--- config.mk ---
export PLATFORM = sky130hd
export DESIGN_NAME = mem_arbiter
export DESIGN_NICKNAME = d
export VERILOG_FILES = /design/src/rtl/mem_arbiter.sv
export SDC_FILE = /design/constraint.sdc
export NUM_CORES = 1
export LEC_CHECK = 0
export CAP_MARGIN = 15
export CELL_PAD_IN_SITES_DETAIL_PLACEMENT = 0
export CELL_PAD_IN_SITES_GLOBAL_PLACEMENT = 1
export CORE_ASPECT_RATIO = 0.75
export CORE_MARGIN = 2
export CORE_UTILIZATION = 33
export CTS_BUF_LIST = sky130_fd_sc_hd__clkbuf_4 sky130_fd_sc_hd__clkbuf_8
export DETAILED_ROUTE_END_ITERATION = 8
export HOLD_SLACK_MARGIN = 0.1
export PLACE_DENSITY = 0.9
export SYNTH_ARGS = -nofsm -noshare
export SYNTH_HDL_FRONTEND = slang
export SYNTH_SLANG_ARGS = --single-unit
--- constraint.sdc ---
create_clock -name clk -period 1.9 [get_ports clk]
set_input_delay 0.475 -clock clk [delete_from_list [all_inputs] [get_ports clk]]
set_output_delay 0.475 -clock clk [all_outputs]
set_load 0.05 [all_outputs]
--- src/rtl/mem_arbiter.sv ---
// Two-port memory arbiter: a CPU port and a debug/loader port share one
// single-ported memory with a fixed read latency. Requests are arbitrated
// round-robin, one transaction at a time, through IDLE/ACCESS/WAIT/RESP.
module mem_arbiter #(
  parameter int RD_LAT = 1
) (
  input  logic        clk,
  input  logic        reset,
  input  logic        cpu_req,
  input  logic        cpu_we,
  input  logic [31:0] cpu_addr,
  input  logic [31:0] cpu_wdata,
  output logic        cpu_gnt,
  output logic        cpu_rvalid,
  output logic [31:0] cpu_rdata,
  input  logic        dbg_req,
  input  logic        dbg_we,
  input  logic [31:0] dbg_addr,
  input  logic [31:0] dbg_wdata,
  output logic        dbg_gnt,
  output logic        dbg_rvalid,
  output logic [31:0] dbg_rdata,
  output logic        mem_en,
  output logic        mem_we,
  output logic [31:0] mem_addr,
  output logic [31:0] mem_wdata,
  input  logic [31:0] mem_rdata,
  output logic        owner,
  output logic        busy
);

  typedef enum logic [1:0] {
    IDLE   = 2'd0,
    ACCESS = 2'd1,
    WAIT   = 2'd2,
    RESP   = 2'd3
  } state_t;

  // The WAIT counter starts at RD_LAT-1 and leaves WAIT when it reaches 0,
  // so WAIT always spans exactly RD_LAT cycles.
  localparam logic [1:0] LAT_LOAD = 2'(RD_LAT - 1);

  state_t      state;
  state_t      state_next;
  logic        ptr;
  logic        owner_q;
  logic        we_q;
  logic [31:0] addr_q;
  logic [31:0] wdata_q;
  logic [1:0]  lat_cnt;
  logic [31:0] rdata_q;
  logic [31:0] cpu_hold_q;
  logic [31:0] dbg_hold_q;
  logic        any_req;
  logic        sel_dbg;

  // Winner selection: a lone requester always wins; on contention the side
  // favoured by the pointer (1 = debug) wins.
  always_comb begin
    any_req = cpu_req | dbg_req;
    sel_dbg = dbg_req & (~cpu_req | ptr);
  end

  // State register.
  always_ff @(posedge clk) begin
    if (reset) begin
      state <= IDLE;
    end else begin
      state <= state_next;
    end
  end

  // Next-state logic; ACCESS is always one cycle, writes finish there.
  always_comb begin
    state_next = state;
    case (state)
      IDLE:    if (any_req) state_next = ACCESS;
      ACCESS:  state_next = we_q ? IDLE : WAIT;
      WAIT:    if (lat_cnt == 2'd0) state_next = RESP;
      RESP:    state_next = IDLE;
      default: state_next = IDLE;
    endcase
  end

  // Transaction registers: latch the winner at selection, flip the pointer
  // when the access is issued, count down the read latency, capture the
  // read data on the last WAIT edge and keep per-port copies after delivery.
  always_ff @(posedge clk) begin
    if (reset) begin
      ptr        <= 1'b0;
      owner_q    <= 1'b0;
      we_q       <= 1'b0;
      addr_q     <= '0;
      wdata_q    <= '0;
      lat_cnt    <= '0;
      rdata_q    <= '0;
      cpu_hold_q <= '0;
      dbg_hold_q <= '0;
    end else begin
      case (state)
        IDLE: begin
          if (any_req) begin
            owner_q <= sel_dbg;
            we_q    <= sel_dbg ? dbg_we    : cpu_we;
            addr_q  <= sel_dbg ? dbg_addr  : cpu_addr;
            wdata_q <= sel_dbg ? dbg_wdata : cpu_wdata;
          end
        end
        ACCESS: begin
          ptr     <= ~owner_q;
          lat_cnt <= LAT_LOAD;
        end
        WAIT: begin
          if (lat_cnt == 2'd0) begin
            rdata_q <= mem_rdata;
          end else begin
            lat_cnt <= lat_cnt - 2'd1;
          end
        end
        RESP: begin
          if (owner_q) begin
            dbg_hold_q <= rdata_q;
          end else begin
            cpu_hold_q <= rdata_q;
          end
        end
        default: begin
        end
      endcase
    end
  end

  // Output decode: memory strobes only in ACCESS, handshakes only to the
  // owner, and the read data shows the fresh value during its rvalid cycle.
  always_comb begin
    busy       = (state != IDLE);
    owner      = owner_q;
    mem_en     = (state == ACCESS);
    mem_we     = (state == ACCESS) ? we_q    : 1'b0;
    mem_addr   = (state == ACCESS) ? addr_q  : '0;
    mem_wdata  = (state == ACCESS) ? wdata_q : '0;
    cpu_gnt    = (state == ACCESS) && !owner_q;
    dbg_gnt    = (state == ACCESS) &&  owner_q;
    cpu_rvalid = (state == RESP)   && !owner_q;
    dbg_rvalid = (state == RESP)   &&  owner_q;
    cpu_rdata  = cpu_rvalid ? rdata_q : cpu_hold_q;
    dbg_rdata  = dbg_rvalid ? rdata_q : dbg_hold_q;
  end

endmodule

==> impl_metrics.tcl, run 1 <==
set metrics [dict create \
    path_class "flop to output port" \
    drive_gt1_share_pct 31.47 \
    comb_power_share_pct 26.3 \
    antenna_found_initial 0 \
    synth_most_common_cell "dfxtp_1" \
    clk_latency_ps 440 \
    synth_seq_cells 167 \
    min-delay-path-class "flop to flop" \
    layout_min_cycle_time_ps 2163 \
    critPathRequiredTime_ps 1420 \
    crit_fanout 18 \
    vias_per_cell 5.139 \
    synth_area_sq_um 7771 \
    hold_viol 0 \
    syn_nets 1013 \
    rows 48 \
    pwr-share-clk_pct 31.7 \
    htree_levels 4 \
    hpwl_mm 17.20 \
    cts_buffers 17 \
    drc_errors 0 \
    gr-usage-all-layers_pct 19.81 \
    fin_ws_ps -263.2 \
    ir_drop_mv 0.4629 \
    gp_congestion 0.8114 \
    synthTopCellsByArea "dfxtp_1 (43%), mux2_4 (11%), a311oi_1 (7.3%), a21oi_1 (6.6%), and2_1 (5.3%)" \
    wl_mm 26.57 \
    yosysUniqueCellTypes 33 \
    gr-total-overflow 0 \
    synth.avg_cell_area_sq_um 9.186 \
    clkTransAtPathRegs_ps 90 \
    power_switching_mw 2.808 \
    cp-end-kind "output port" \
    fmax_mhz 462.3 \
    max-clock-path-buffers 2 \
    clock-sinks 167 \
    netlist_top_cells_count "dfxtp_1 (167), a21oi_1 (102), nand2_1 (67), o21ai_0 (67)" \
    synth_edf_count 0 \
    dieArea_sq_um 24810 \
    sequentialPowerShare_pct 42.0 \
    fp.coreArea_sq_um 23060 \
    io_buffers 301 \
    place_ws_ps -82.82 \
    finClkSkew_ps 15.05 \
    grt_max_degree 110 \
    ys_warn_count 0 \
    drt_iter0_markers 449 \
    grt_setup_unrepaired "true" \
    setup_violations 133 \
    final_antenna_net_count 0 \
    arrival_ps 1690 \
    grt_pass1_vias 7140 \
    start_util_pct 33.70 \
    tightest_slew_ps 531.0 \
    rr_startpoint "state[0]" \
    max_slew_margin_pct 64.60 \
    fin_crit_sh_pct 113.9 \
    maxCapViolCount 0 \
    switching_share_pct 30.53 \
    first_pass_iters 5 \
    async_reset_ff_share_pct 0 \
    grt_pass1_wl_mm 39.03 \
    intPower_mw 6.388 \
    yosysTopAreaCell "dfxtp_1" \
    fin_cells 1428 \
    power_density_nw_per_um2 714.1 \
    die_w_um 181.2 \
    synth_top_area_share_pct 43.02 \
    vias 7338 \
    root_buffer "clkbuf_8" \
    critPathLaunch "owner" \
    failed_checks "setup timing" \
    ys.flop_type "dfxtp_1" \
    areaGrowthSynthToFinish_pct 65.71 \
    postCtsHoldBufs 0 \
    io_pins 302 \
    slew_violations 0 \
    cts_tree "built" \
    netlist_instances 846 \
    num_antenna_cells 0 \
    hp-start "lat_cnt[1]" \
    p_leak_nw 5.140 \
    dp_cells 1389 \
    ys_seq_area_share_pct 43.02 \
    cp-start-kind "flop" \
    nets 1283 \
    wl_per_cell_um 18.61 \
    status "finished, violations left" \
    die_y_um 136.9 \
]
## power by group through the flow
stage | sequential [mW] | combinational, mW | clock, mW
final | 3.86 | 2.42 | 2.91
after global routing | 3.89 | 2.56 | 3.14
after CTS | 3.85 | 2.26 | 3.00
after detailed placement | 3.93 | 2.23 | 0
after global placement | 3.92 | 2.21 | 0
after floorplan | 3.89 | 1.17 | 0
## cell type report
cell class	instances	area, sq um
Fill cell	2018	10180
Inverter	8	50.05
Clock inverter	14	215.2
Multi-Input combinational cell	581	4143
Clock buffer	17	234.0
Sequential cell	167	3354
Tap cell	300	375.4
Timing Repair Buffer	341	4506
## sequential cells by signal, indices dropped and copies added, names as in the netlist, named ones only
| signal | flops |
|---|---|
| rdata_q | 32 |
| addr_q | 32 |
| dbg_hold_q | 32 |
| state | 1 |
| owner | 1 |
| lat_cnt | 2 |
| wdata_q | 32 |
| we_q | 1 |
| ptr | 1 |
| cpu_hold_q | 32 |
## cell families (layout without fill, tap and decap cells)
logic type,count (synthesis),after routing,share of synthesized area [%]
flops,167,167,43.02
simple gates,279,279,19.85
buf+inv,98,380,6.327
compound gates,236,236,18.44
mux,65,65,12.20
fa+ha+maj,1,1,0.1610
## metrics by stage
stage | setup TNS [ps] | area (sq um) | utilization [%] | hold slack (ps) | power [mW]
5_1_grt | -38190 | 12880 | 55.84 | 473.7 | 9.595
3_3_place_gp | -129.0 | 11850 | 51.39 | 439.2 | 6.128
4_1_cts | -34040 | 12580 | 54.55 | 460.4 | 9.110
2_1_floorplan | -61.53 | 7821 | - | 431.9 | 5.060
6_report | -27220 | 12880 | 55.84 | 457.1 | 9.196
3_5_place_dp | -1472 | 11850 | 51.39 | 448.2 | 6.162
## metal layers
metal	wire length (um)	global-route usage (%)	vias up
li1	-	-	3521
met1	12030	26.52	3508
met2	12400	31.59	280
met3	1728	4.763	29
met4	420	6.414	0
met5	0	0	-
## cell usage in the layout, fill, tap and decap left out, types with 59 or more instances in the layout
master,instances
o21ai_0,67
mux2_4,64
and2_4,66
buf_6,59
dfxtp_1,164
nand2_1,67
buf_12,96
nand3_1,66
a21oi_1,102
a311oi_1,65
nor2b_1,65
clkdlybuf4s50_1,163
## repair_timing
action | in CTS | in global routing
gates cloned | 0 | 6
setup buffers | 1 | 2
pin swaps | 1 | 21
endpoints found under the setup margin | 135 | 135
resized for setup | 79 | 81
## worst paths after layout
path | endpoint | slack [ps] | depth (start not counted)
max | cpu_rdata[29] | -260 | 4
min | lat_cnt[1] | 460 | 2
max reg2reg | wdata_q[14] | 380 | 6
min reg2reg | lat_cnt[1] | 460 | 2
## worst max-delay path: stages (launching register included)
cell and delay (ps):
dfxtp_4 380, nand3b_4 170, buf_12 200, mux2_4 340, buf_12 150
No activity file was read; power rests on OpenSTA's default activity.
==> inputs of run 2 (changes only) <==
--- a/config.mk
+++ b/config.mk
@@ -15,6 +15,7 @@
 export DETAILED_ROUTE_END_ITERATION = 8
 export HOLD_SLACK_MARGIN = 0.1
 export PLACE_DENSITY = 0.9
+export RECOVER_POWER = 25
 export SYNTH_ARGS = -nofsm -noshare
 export SYNTH_HDL_FRONTEND = slang
 export SYNTH_SLANG_ARGS = --single-unit
==> run 2 against run 1 <==
  * Core utilization barely moved
  * Via count rose by 0.52%
  * The flow still finishes with violations (setup timing)
  * Routed wire length barely moved
  * Count of clock-buffer cells in the layout did not move
==> impl_metrics.tcl, run 2 (same netlist as run 1, synthesis figures left out) <==
set metrics [dict create \
    grt_pass1_wl_mm 39.03 \
    multi_input_area_sq_um 4143 \
    cp_slowest_cell "dfxtp_4" \
    io_pins 302 \
    drt_iter0_markers 444 \
    die_y_um 136.9 \
    fin_crit_sh_pct 113.6 \
    cts_tree "built" \
    clock-sinks 167 \
    crit_family "flip-flops" \
    gr-total-overflow 0 \
    nFillCells 2019 \
    final_antenna_net_count 0 \
    antenna_found_initial 0 \
    critPathBufInv 2 \
    max-clock-path-buffers 2 \
    hold_viol 0 \
    crit_top_cell "buf_12" \
    worstReg2RegEnd "wdata_q[14]" \
    wl_mm 26.56 \
    clkTransAtPathRegs_ps 90 \
    setup_violations 134 \
    final_cell_mix "dfxtp_1 (164), clkdlybuf4s50_1 (163), a21oi_1 (102)" \
    io_buffers 301 \
    grt_max_degree 110 \
    first_pass_iters 5 \
    gr-usage-all-layers_pct 19.81 \
    tightest_slew_ps 522.1 \
    postCtsHoldBufs 0 \
    hp-start "lat_cnt[1]" \
    dieArea_sq_um 24810 \
    slew_violations 0 \
    failed_checks "setup timing" \
    root_buffer "clkbuf_8" \
    critPathRequiredTime_ps 1420 \
    rrSetupSlack_ps 290 \
    start_util_pct 33.70 \
    hold_depth 2 \
    drc_errors 0 \
    status "finished, violations left" \
    mostFrequentLayoutCell "dfxtp_1" \
    fp.coreArea_sq_um 23060 \
    num_antenna_cells 0 \
    wl_per_cell_um 18.60 \
    max_slew_margin_pct 65.20 \
    hpwl_mm 17.20 \
    grt_pass1_vias 7140 \
    fmax_mhz 463.4 \
    ir_drop_mv 0.4629 \
    rows 48 \
    cp-end-kind "output port" \
    htree_levels 4 \
    arrival_ps 1680 \
    gp_congestion 0.8114 \
    hold_slack_ps 457.1 \
    setup_tns_ps -26780 \
    cp-start-kind "flop" \
    cpPeakStageDelay_ps 380 \
    vias_per_cell 5.165 \
    min-delay-path-class "flop to flop" \
    power_density_nw_per_um2 714.5 \
    r2r_cells 6 \
    p_leak_nw 5.136 \
    layout_min_cycle_time_ps 2158 \
    crit_fanout 18 \
    areaGrowthSynthToFinish_pct 65.66 \
    seqCellArea_sq_um 3354 \
    path_class "flop to output port" \
    vias 7376 \
    clk_latency_ps 450 \
    worstHoldEndpoint "lat_cnt[1]" \
    crit_chain "nand3b_4, buf_12, mux2_4, buf_12" \
    drive_gt1_share_pct 31.38 \
    maxCapViolCount 0 \
    cts_buffers 17 \
    fin_ws_ps -257.9 \
    finClkSkew_ps 21.26 \
    die_w_um 181.2 \
    rr_startpoint "state[0]" \
    grt_setup_unrepaired "true" \
    nets 1283 \
]
## run 2: worst min-delay path, stage by stage (launching register included)
cell and delay (ps):
dfxtp_1 320, nand2_1 50, a21oi_1 50
## run 2: per-layer routing
layer | vias to the layer above | GRT usage [%] | wire, um
li1 | 3526 | - | -
met1 | 3523 | 26.52 | 11830
met2 | 294 | 31.59 | 12410
met3 | 33 | 4.763 | 1878
met4 | 0 | 6.414 | 444
met5 | - | 0 | 0
## run 2: layout make-up
| class | count | area share (%) |
|---|---|---|
| Multi-Input combinational cell | 581 | 32.18 |
| Tap cell | 300 | 2.916 |
| Timing Repair Buffer | 341 | 34.97 |
| Clock inverter | 14 | 1.672 |
| Clock buffer | 17 | 1.817 |
| Inverter | 8 | 0.3888 |
| Sequential cell | 167 | 26.06 |
## run 2: what timing repair did
item	in CTS	in global routing
gates resized for setup	79	81
pin swaps	1	21
setup buffers	1	2
cloned	0	6
endpoints found under the setup margin	135	135
## run 2: worst max path at each step
stage / slack (ps) / from / cells after the start / endpoint
after floorplan: -60 / flop / 5 / mem_wdata[22]
after global placement: -70 / cpu_req / 5 / addr_q[18]
after detailed placement: -80 / cpu_req / 5 / addr_q[18]
after CTS: -320 / owner / 4 / cpu_rdata[26]
after global routing: -330 / owner / 4 / cpu_rdata[29]
final: -260 / owner / 4 / cpu_rdata[29]
## run 2: stage by stage
stage	instance area, sq um	setup WS (ps)	power, mW	instances	util (%)
floorplan	7821	-61.53	5.060	846	-
global placement	11850	-68.40	6.128	1389	51.39
detailed placement	11850	-82.82	6.162	1389	51.39
CTS	12580	-318.2	9.110	1421	54.55
global route	12870	-334.3	9.592	1428	55.82
finish	12870	-257.9	9.199	1428	55.82
## run 2: report_power, final
group / total [mW] / leakage, nW / switching (mW) / internal [mW]
Combinational: 2.42 / 3.54 / 1.22 / 1.19
Sequential: 3.86 / 1.37 / 0.137 / 3.72
Clock: 2.92 / 0.227 / 1.45 / 1.47
Total: 9.20 / 5.14 / 2.81 / 6.39
==> inputs of run 3 (changes only) <==
--- a/config.mk
+++ b/config.mk
@@ -5,12 +5,13 @@
 export SDC_FILE = /design/constraint.sdc
 export NUM_CORES = 1
 export LEC_CHECK = 0
+export ABC_AREA = 1
 export CAP_MARGIN = 15
 export CELL_PAD_IN_SITES_DETAIL_PLACEMENT = 0
 export CELL_PAD_IN_SITES_GLOBAL_PLACEMENT = 1
 export CORE_ASPECT_RATIO = 0.75
 export CORE_MARGIN = 2
-export CORE_UTILIZATION = 33
+export CORE_UTILIZATION = 30
 export CTS_BUF_LIST = sky130_fd_sc_hd__clkbuf_4 sky130_fd_sc_hd__clkbuf_8
 export DETAILED_ROUTE_END_ITERATION = 8
 export HOLD_SLACK_MARGIN = 0.1
==> run 3 against run 2 <==
  * The run still ends with setup timing left
  * Power up 8.9%
  * Area after synthesis up 0.39%
  * Clock power down 13%
==> impl_metrics.tcl, run 3 <==
set metrics [dict create \
    use_met2_pct 30.60 \
    rr_startpoint "state[0]" \
    die_y_um 143.7 \
    min-delay-path-class "primary input to flop" \
    wl_mm 29.07 \
    slew_violations 0 \
    start_util_pct 30.26 \
    hold_slack_ps 346.9 \
    gr-total-overflow 0 \
    die_w_um 190.2 \
    synth.avg_cell_area_sq_um 6.337 \
    max-clock-path-buffers 2 \
    io_pins 302 \
    htree_levels 4 \
    yosysUniqueCellTypes 16 \
    ys_warn_count 0 \
    synth_edf_count 0 \
    fp.coreArea_sq_um 25780 \
    dieArea_sq_um 27320 \
    grt_pass1_vias 7944 \
    nFillCells 2246 \
    drt_iter0_markers 405 \
    path_class "flop to output port" \
    grt_max_degree 67 \
    rows 51 \
    crit_fanout 12 \
    gr-usage-all-layers_pct 18.80 \
    synth_most_common_cell "inv_1" \
    vias_per_cell 4.572 \
    grt_pass1_wl_mm 40.65 \
    yosysTopAreaCell "dfxtp_1" \
    drc_errors 0 \
    arrival_ps 1730 \
    final_cell_mix "nand2_1 (229), inv_1 (216), dfxtp_1 (164)" \
    clkTransAtPathRegs_ps 100 \
    hp-start "reset" \
    synth-xor-area-share_pct 0 \
    io_buffers 301 \
    vias 8613 \
    failed_checks "setup timing" \
    fmax_mhz 454.4 \
    max_slew_margin_pct 67.23 \
    synthTopCellsByArea "dfxtp_1 (43%), inv_1 (13%), nand2_1 (13%), nand3_1 (8.8%), a21oi_1 (6.5%)" \
    antenna_found_initial 0 \
    placed_cell_area_sq_um 12610 \
    met3_usage_pct 4.860 \
    synth_top_area_share_pct 42.85 \
    root_buffer "clkbuf_8" \
    fin_ws_ps -300.7 \
    fin_cells 1884 \
    power_mw 10.02 \
    first_pass_iters 5 \
    ir_drop_mv 0.3278 \
    async_reset_ff_share_pct 0 \
    postCtsHoldBufs 0 \
    num_antenna_cells 0 \
    critPathRequiredTime_ps 1420 \
    areaGrowthSynthToFinish_pct 89.00 \
    gp_congestion 0.8356 \
    layout_min_cycle_time_ps 2201 \
    clock-sinks 167 \
    netlist_top_cells_count "inv_1 (271), nand2_1 (268), dfxtp_1 (167), nand3_1 (137), nor2_1 (134)" \
    post-route-util_pct 57.19 \
    hold_viol 0 \
    final_antenna_net_count 0 \
    dp_cells 1823 \
    maxCapViolCount 0 \
    status "finished, violations left" \
    fin_crit_sh_pct 115.8 \
    netlist_instances 1231 \
    grt_use_met1_pct 24.20 \
    clk_latency_ps 460 \
    synthAdderAreaFrac_pct 0.1604 \
    synthMuxAreaShare_pct 0 \
    worstHoldEndpoint "addr_q[4]" \
    synth_area_sq_um 7801 \
    ys_seq_area_share_pct 42.85 \
    cp-end-kind "output port" \
    final_area_sq_um 14740 \
    power_density_nw_per_um2 679.5 \
    setup_violations 134 \
    cts_buffers 17 \
    cts_tree "built" \
    top_usage_layer "met2" \
    tightest_slew_ps 491.6 \
    mostFrequentLayoutCell "nand2_1" \
    hpwl_mm 17.43 \
    ys.flop_type "dfxtp_1" \
    cp-start-kind "flop" \
    worstReg2RegEnd "wdata_q[10]" \
    synth_seq_cells 167 \
    hold_depth 4 \
    synth_compound_area_share_pct 10.81 \
    r2r_cells 8 \
    nets 1694 \
    p_leak_nw 6.761 \
    finClkSkew_ps 23.17 \
    synthSimpleGateAreaFrac_pct 28.21 \
    wl_per_cell_um 15.43 \
    rrSetupSlack_ps 420 \
    synth_top_family_by_area "simple AND/OR/NAND/NOR gates" \
    syn_nets 1398 \
    grt_setup_unrepaired "true" \
    drive_gt1_share_pct 29.74 \
]
## run 3: changes by cell type after synthesis, sizes merged, moves of 4 or more
| cell | previous run | this run |
|---|---|---|
| and2 | 66 | 0 |
| inv | 8 | 274 |
| clkbuf | 49 | 35 |
| nor2b | 65 | 0 |
| nor2 | 3 | 135 |
| buf | 41 | 46 |
| mux2 | 64 | 0 |
| nand3 | 67 | 137 |
| a311oi | 65 | 0 |
| nand2b | 4 | 0 |
| nand2 | 67 | 268 |
## run 3: metal layers
layer	vias to the layer above	share of wire, %
met1	4034	45
met2	252	47
met5	-	0
met4	0	1.6
li1	4294	-
met3	33	6.3
## run 3: repair_timing
| action | in CTS | in global routing |
|---|---|---|
| gates resized for setup | 129 | 225 |
| pin swaps | 0 | 2 |
| buffers inserted | 1 | 9 |
| gates cloned | 2 | 17 |
| endpoints found under the setup margin | 134 | 135 |
## run 3: critical path, stage by stage (launching register included)
cell and delay, ps:
dfxtp_4 390, nand3_4 90, buf_12 160, buf_12 180, nand2_1 70, o21ai_1 110, inv_1 100, buf_12 160
## run 3: through the flow
| step | TNS [ps] | worst slack, ps |
|---|---|---|
| after global routing | -38010 | -381.1 |
| after detailed placement | -0.07816 | -0.07816 |
| after CTS | -30500 | -303.1 |
| after global placement | 0 | 65.23 |
| final | -26150 | -300.7 |
| after floorplan | -1266 | -126.6 |
## run 3: where the power goes
part | total, mW | switching, mW | internal [mW]
combinational | 3.60 | 2.01 | 1.59
sequential | 3.89 | 0.124 | 3.76
clock | 2.53 | 1.54 | 0.989
## run 3: final cells by class
type / instances / area (sq um) / area share, %
Timing Repair Buffer: 358 / 5325 / 36.12
Clock buffer: 17 / 234.0 / 1.587
Inverter: 274 / 1031 / 6.993
Multi-Input combinational cell: 709 / 4209 / 28.55
Tap cell: 344 / 430.4 / 2.919
Sequential cell: 167 / 3354 / 22.75
Clock inverter: 15 / 160.2 / 1.086
## run 3: logic make-up after synthesis
group / after synthesis
flip-flops: 167
AND/OR/NAND/NOR: 540
buffers and inverters: 355
AO/OA/AOI/OAI: 168
adder cells (fa/ha/maj): 1
## run 3: how the worst max path moves through the flow
stage                        start            end  slack (ps)
after floorplan           state[0]  mem_wdata[21]        -130
after global placement     cpu_req     wdata_q[2]          70
after detailed placement   cpu_req     addr_q[12]       -0.08
after CTS                     flop  dbg_rdata[16]        -300
after global routing          flop   dbg_rdata[0]        -380
final                         flop   dbg_rdata[0]        -300
==> patch 1: new RTL, flow settings as in run 2 <==
Re-encode `state_t` (4 states) as Gray code, 2 bits wide.
--- a/src/rtl/mem_arbiter.sv
+++ b/src/rtl/mem_arbiter.sv
@@ -32,6 +32,6 @@
   typedef enum logic [1:0] {
-    IDLE   = 2'd0,
-    ACCESS = 2'd1,
-    WAIT   = 2'd2,
-    RESP   = 2'd3
+    IDLE   = 2'b00,
+    ACCESS = 2'b01,
+    WAIT   = 2'b11,
+    RESP   = 2'b10
   } state_t;
Check against the original RTL: same outputs for any inputs over 4 cycles, from zero or initial values and one cycle with reset high; so few cycles prove little.
==> patch 1 against run 2 <==
The flow still finishes with violations (negative setup slack). Worst hold slack improved by 18 ps. Clock power fell by 7.2%. Cell count rose by 1.6%. Global-route usage rose by 1.6 points. Setup slack got worse by 180 ps. Cell area rose by 1.9%. Die area fell by 3.8%. Sequential cell count did not move. Largest power group unchanged. Critical endpoint is now cpu_rdata[6]. Count of clock-buffer cells in the layout did not move. Synthesized area fell by 3.9%. Highest routed layer unchanged. Power rose by 4.7%. Via count rose by 1.7%. Wire length fell by 0.93%.
==> patch 1: results (changes against run 2) <==
The proportion of synthesized area in mux cells is 9.648% (was 12.20%). The depth of the worst register-to-register path came out at 7 (was 6). Compound-cell area share of the yosys netlist: 19.18% (was 18.44%). The fraction of layout instances using a drive strength above 1 was 33.19% (was 31.38%). Hold path startpoint: rdata_q[11] (was lat_cnt[1]). The share of the synthesized netlist area taken by xor and xnor gates is 0% (unchanged). For the worst slew margin relative to its limit, the log shows 68.57% (was 65.20%). The logs give 1312 (was 1283) for the net count reported at finish and 135 (was 134) for the final setup violation count. The count of different cell masters after synthesis is 29 (was 33), and the largest net degree at the start of global routing is 77 (was 110). The via count normalized by instance count is 5.167 (was 5.165). The run gives 21.42% (was 19.81%) as the global-route total usage across every layer. The met2 layer wire length in the routed design was 12730 um (was 12410 um). The logs give 10850 um (was 11830 um) for the routed metal-1 wire length and 1891 (was 2019) for the fill cell instance count of the final layout.

The average wire per standard cell works out to 18.14 um (was 18.60 um). The post-route worst setup slack was -439.0 ps (was -257.9 ps); the total net switching power was 0.003075 W (was 0.002812 W). Cell types with the highest counts after synthesis: sky130_fd_sc_hd__dfxtp_1 (167), sky130_fd_sc_hd__a21oi_1 (100), sky130_fd_sc_hd__nand2_1 (67), sky130_fd_sc_hd__nand3_1 (67) (was sky130_fd_sc_hd__dfxtp_1 (167), sky130_fd_sc_hd__a21oi_1 (102), sky130_fd_sc_hd__nand2_1 (67), sky130_fd_sc_hd__o21ai_0 (67)). The iteration-0 DRC count of the detailed router came out at 394 (was 444).

The start point of the critical path was state[0] (was owner). The flow ran to the end, but the final reports show violations. The worst vdd rail ir drop was 0.4400 mV (was 0.4629 mV).

Top area cells in the synthesized netlist: sky130_fd_sc_hd__dfxtp_1 (45%), sky130_fd_sc_hd__mux2_2 (9.2%), sky130_fd_sc_hd__a311oi_1 (7.6%), sky130_fd_sc_hd__a21oi_1 (6.7%), sky130_fd_sc_hd__and2_1 (5.5%) (was sky130_fd_sc_hd__dfxtp_1 (43%), sky130_fd_sc_hd__mux2_4 (11%), sky130_fd_sc_hd__a311oi_1 (7.3%), sky130_fd_sc_hd__a21oi_1 (6.6%), sky130_fd_sc_hd__and2_1 (5.3%)). The adder-cell area share of the yosys netlist works out to 0.1675% (was 0.1610%). For the worst path arrival time, the log shows 1860 ps (was 1680 ps).

Violated checks: negative setup slack (unchanged). For the final weighted congestion in routability-driven placement, the log shows 0.8253 (was 0.8114). Hold path depth: 2 (unchanged).

The worst setup timing slack at the placement stage was -58.10 ps (was -82.82 ps). The met3 layer wire length in the routed design came out at 2369 um (was 1878 um). The tools report the leakage component of the power as 5.165 nW (was 5.136 nW).
-- patch 1: cells by family after synthesis --
logic type / count (synthesis)
adders and majority gates: 1
muxes: 64
buffers and inverters: 97
AOI/OAI and AO/OA: 235
and+or+nand+nor: 281
DFF: 167
-- patch 1: power by group through the flow --
stage               Combinational, W  Clock (W)  Sequential [W]
CTS                          0.00307    0.00278         0.00386
detailed placement           0.00259          0         0.00392
floorplan                    0.00132          0         0.00389
global route                 0.00322    0.00293         0.00389
global placement             0.00257          0         0.00392
finish                       0.00306    0.00271         0.00386
-- patch 1: metrics by stage --
step | setup TNS (ps) | std cells | power (W) | instance area, sq um
CTS | -50750 | 1450 | 0.009713 | 13080
global placement | -197.7 | 1392 | 0.006483 | 11830
detailed placement | -1314 | 1392 | 0.006516 | 11830
global route | -57110 | 1451 | 0.01004 | 13120
floorplan | 0 | 845 | 0.005208 | 7640
finish | -44950 | 1451 | 0.009635 | 13120
-- patch 1: worst paths after layout --
| check | endpoint | slack, ps |
|---|---|---|
| setup / recovery | cpu_rdata[6] | -440 |
| hold / removal | rdata_q[11] | 480 |
| setup reg to reg | wdata_q[2] | 180 |
| hold reg to reg | rdata_q[11] | 480 |
-- patch 1: layout make-up --
class	instances	area [sq um]	share of cell area (%)
clock buffer	17	234.0	1.784
clock inverter	14	188.9	1.440
inverter	7	28.78	0.2194
multi-input combinational	581	4030	30.73
sequential	167	3346	25.51
tap	294	367.9	2.805
timing repair buffer	371	4921	37.52
-- patch 1: layer usage --
| metal | track usage (%) | vias up |
|---|---|---|
| li1 | - | 3584 |
| met1 | 26.17 | 3577 |
| met2 | 36.26 | 310 |
| met3 | 7.200 | 27 |
| met4 | 5.237 | 0 |
| met5 | 0 | - |
-- patch 1: critical path, stage by stage, from the launching register on --
cell	delay [ps]
sky130_fd_sc_hd__dfxtp_2	350
sky130_fd_sc_hd__nor3b_4	230
sky130_fd_sc_hd__buf_12	180
sky130_fd_sc_hd__buf_12	150
sky130_fd_sc_hd__mux2_4	330
sky130_fd_sc_hd__buf_6	160
-- patch 1: repair_timing --
item,CTS,global route
hold buffers,0,0
resized for setup,146,4
cloned,10,1
endpoints found under the setup margin,135,135
pin swaps,55,0
setup buffers,17,0
==> patch 2: new RTL, config.mk and constraints of run 2 <==
Without the edit above. Put a register stage on the output `dbg_rdata`, cleared by the reset. The value now appears one clock later. The other outputs are not delayed to match.
--- a/src/rtl/mem_arbiter.sv
+++ b/src/rtl/mem_arbiter.sv
@@ -41,2 +41,4 @@
   localparam logic [1:0] LAT_LOAD = 2'(RD_LAT - 1);
+
+  logic [31:0] dbg_rdata_d;
 
@@ -146,3 +148,11 @@
     cpu_rdata  = cpu_rvalid ? rdata_q : cpu_hold_q;
-    dbg_rdata  = dbg_rvalid ? rdata_q : dbg_hold_q;
+    dbg_rdata_d = dbg_rvalid ? rdata_q : dbg_hold_q;
+  end
+
+  always_ff @(posedge clk) begin
+    if (reset) begin
+      dbg_rdata <= '0;
+    end else begin
+      dbg_rdata <= dbg_rdata_d;
+    end
   end
Check against the original RTL: not equivalent (Yosys sat finds a counterexample within 4 cycles, from zero or initial values and one cycle with reset high).
==> patch 2 against run 2 <==
The flow still finishes with violations (negative setup slack). Sequential cell count up 32. Wire length is 6.2% higher. Power is 6.0% higher. Cell area up 2.9%. First-iteration DRC count increased by 23%. Critical path depth is the same. Sequential share of layout area rose by 4.1 points. Via count increased by 10%. Count of clock-buffer cells in the layout up 2. Synthesized area rose by 6.6%. Setup slack worse by 26 ps. Critical endpoint is now cpu_rdata[2].
==> patch 2: results (changes against run 2) <==
The run finished, with violations left. Violated checks: negative setup slack (unchanged). The logs give 9 (was 1) for the buffers inserted during post-CTS setup optimization and 53.36% (was 55.82%) for the utilization after layout. The tools report the post-route worst setup slack as -284.0 ps (was -257.9 ps). Wire length of the first global-routing pass: 43270 um (was 39030 um). Top area cells in the synthesized netlist: sky130_fd_sc_hd__dfxtp_1 (48%), sky130_fd_sc_hd__a21oi_1 (9.9%), sky130_fd_sc_hd__a311oi_1 (6.9%), sky130_fd_sc_hd__nand2_1 (5.9%), sky130_fd_sc_hd__mux2_4 (5.3%) (was sky130_fd_sc_hd__dfxtp_1 (43%), sky130_fd_sc_hd__mux2_4 (11%), sky130_fd_sc_hd__a311oi_1 (7.3%), sky130_fd_sc_hd__a21oi_1 (6.6%), sky130_fd_sc_hd__and2_1 (5.3%)). Via count of the first global-routing pass: 7706 (was 7140). The final setup violation count is 117 (was 134). The average instance area after synthesis was 8.754 sq um (was 9.186 sq um). The tools report the number of cells upsized or downsized after cts as 71 (was 79). For the total wire length, the log shows 28220 um (was 26560 um). For the fill cell instance count of the final layout, the log shows 2228 (was 2019). The worst path arrival time is 1710 ps (was 1680 ps).

The accumulated negative setup slack is -21690 ps (was -26780 ps). The tools report the global-route met2 utilization as 32.28% (was 31.59%). Setup clock skew after layout: 28.46 ps (was 21.26 ps). The clock latency on the worst-skew pair was 490 ps (was 450 ps); the met2 layer wire length in the routed design was 12920 um (was 12410 um). The hold path depth was 3 (was 2). Standard cell with the maximum stage delay on the critical path: sky130_fd_sc_hd__dfxtp_2 (was sky130_fd_sc_hd__dfxtp_4). Iteration-0 DRC count of the detailed router: 545 (was 444).

For the fraction of the yosys area taken by sequential cells, the log shows 48.10% (was 43.02%). The end of the worst register-to-register path is dbg_hold_q[4] (was wdata_q[14]). The met3 usage is 5.576% (was 4.763%), and the total number of vias is 8133 (was 7376).

The worst setup timing slack at the placement stage is -33.51 ps (was -82.82 ps). Largest net degree at the start of global routing: 68 (was 110).
## patch 2: cells by family after synthesis
family	share of synthesized area (%)
buf+inv	6.013
mux	5.786
compound gates	20.99
fa+ha+maj	0.1511
simple gates	18.96
flops	48.10
## patch 2: cell type report
cell class / instances / area share [%]
timing repair inverter: 1 / 0.08498
clock buffer: 19 / 1.926
antenna: 1 / 0.01888
sequential: 199 / 30.13
clock inverter: 13 / 1.067
inverter: 8 / 0.3966
multi-input combinational: 642 / 30.03
tap: 338 / 3.191
timing repair buffer: 355 / 33.16
## patch 2: how the worst max path moves through the flow
stage                     cells past startpoint            end  slack (ps)
after detailed placement                      6     addr_q[20]         -30
after global routing                          4   cpu_rdata[6]        -380
final                                         4   cpu_rdata[2]        -280
after floorplan                               5  mem_wdata[22]         -50
after global placement                        6      addr_q[2]          20
after CTS                                     4   cpu_rdata[2]        -360
## patch 2: where the power goes
part	internal [W]	switching [W]
combinational	0.00121	0.00125
sequential	0.00439	0.000129
clock	0.00113	0.00163
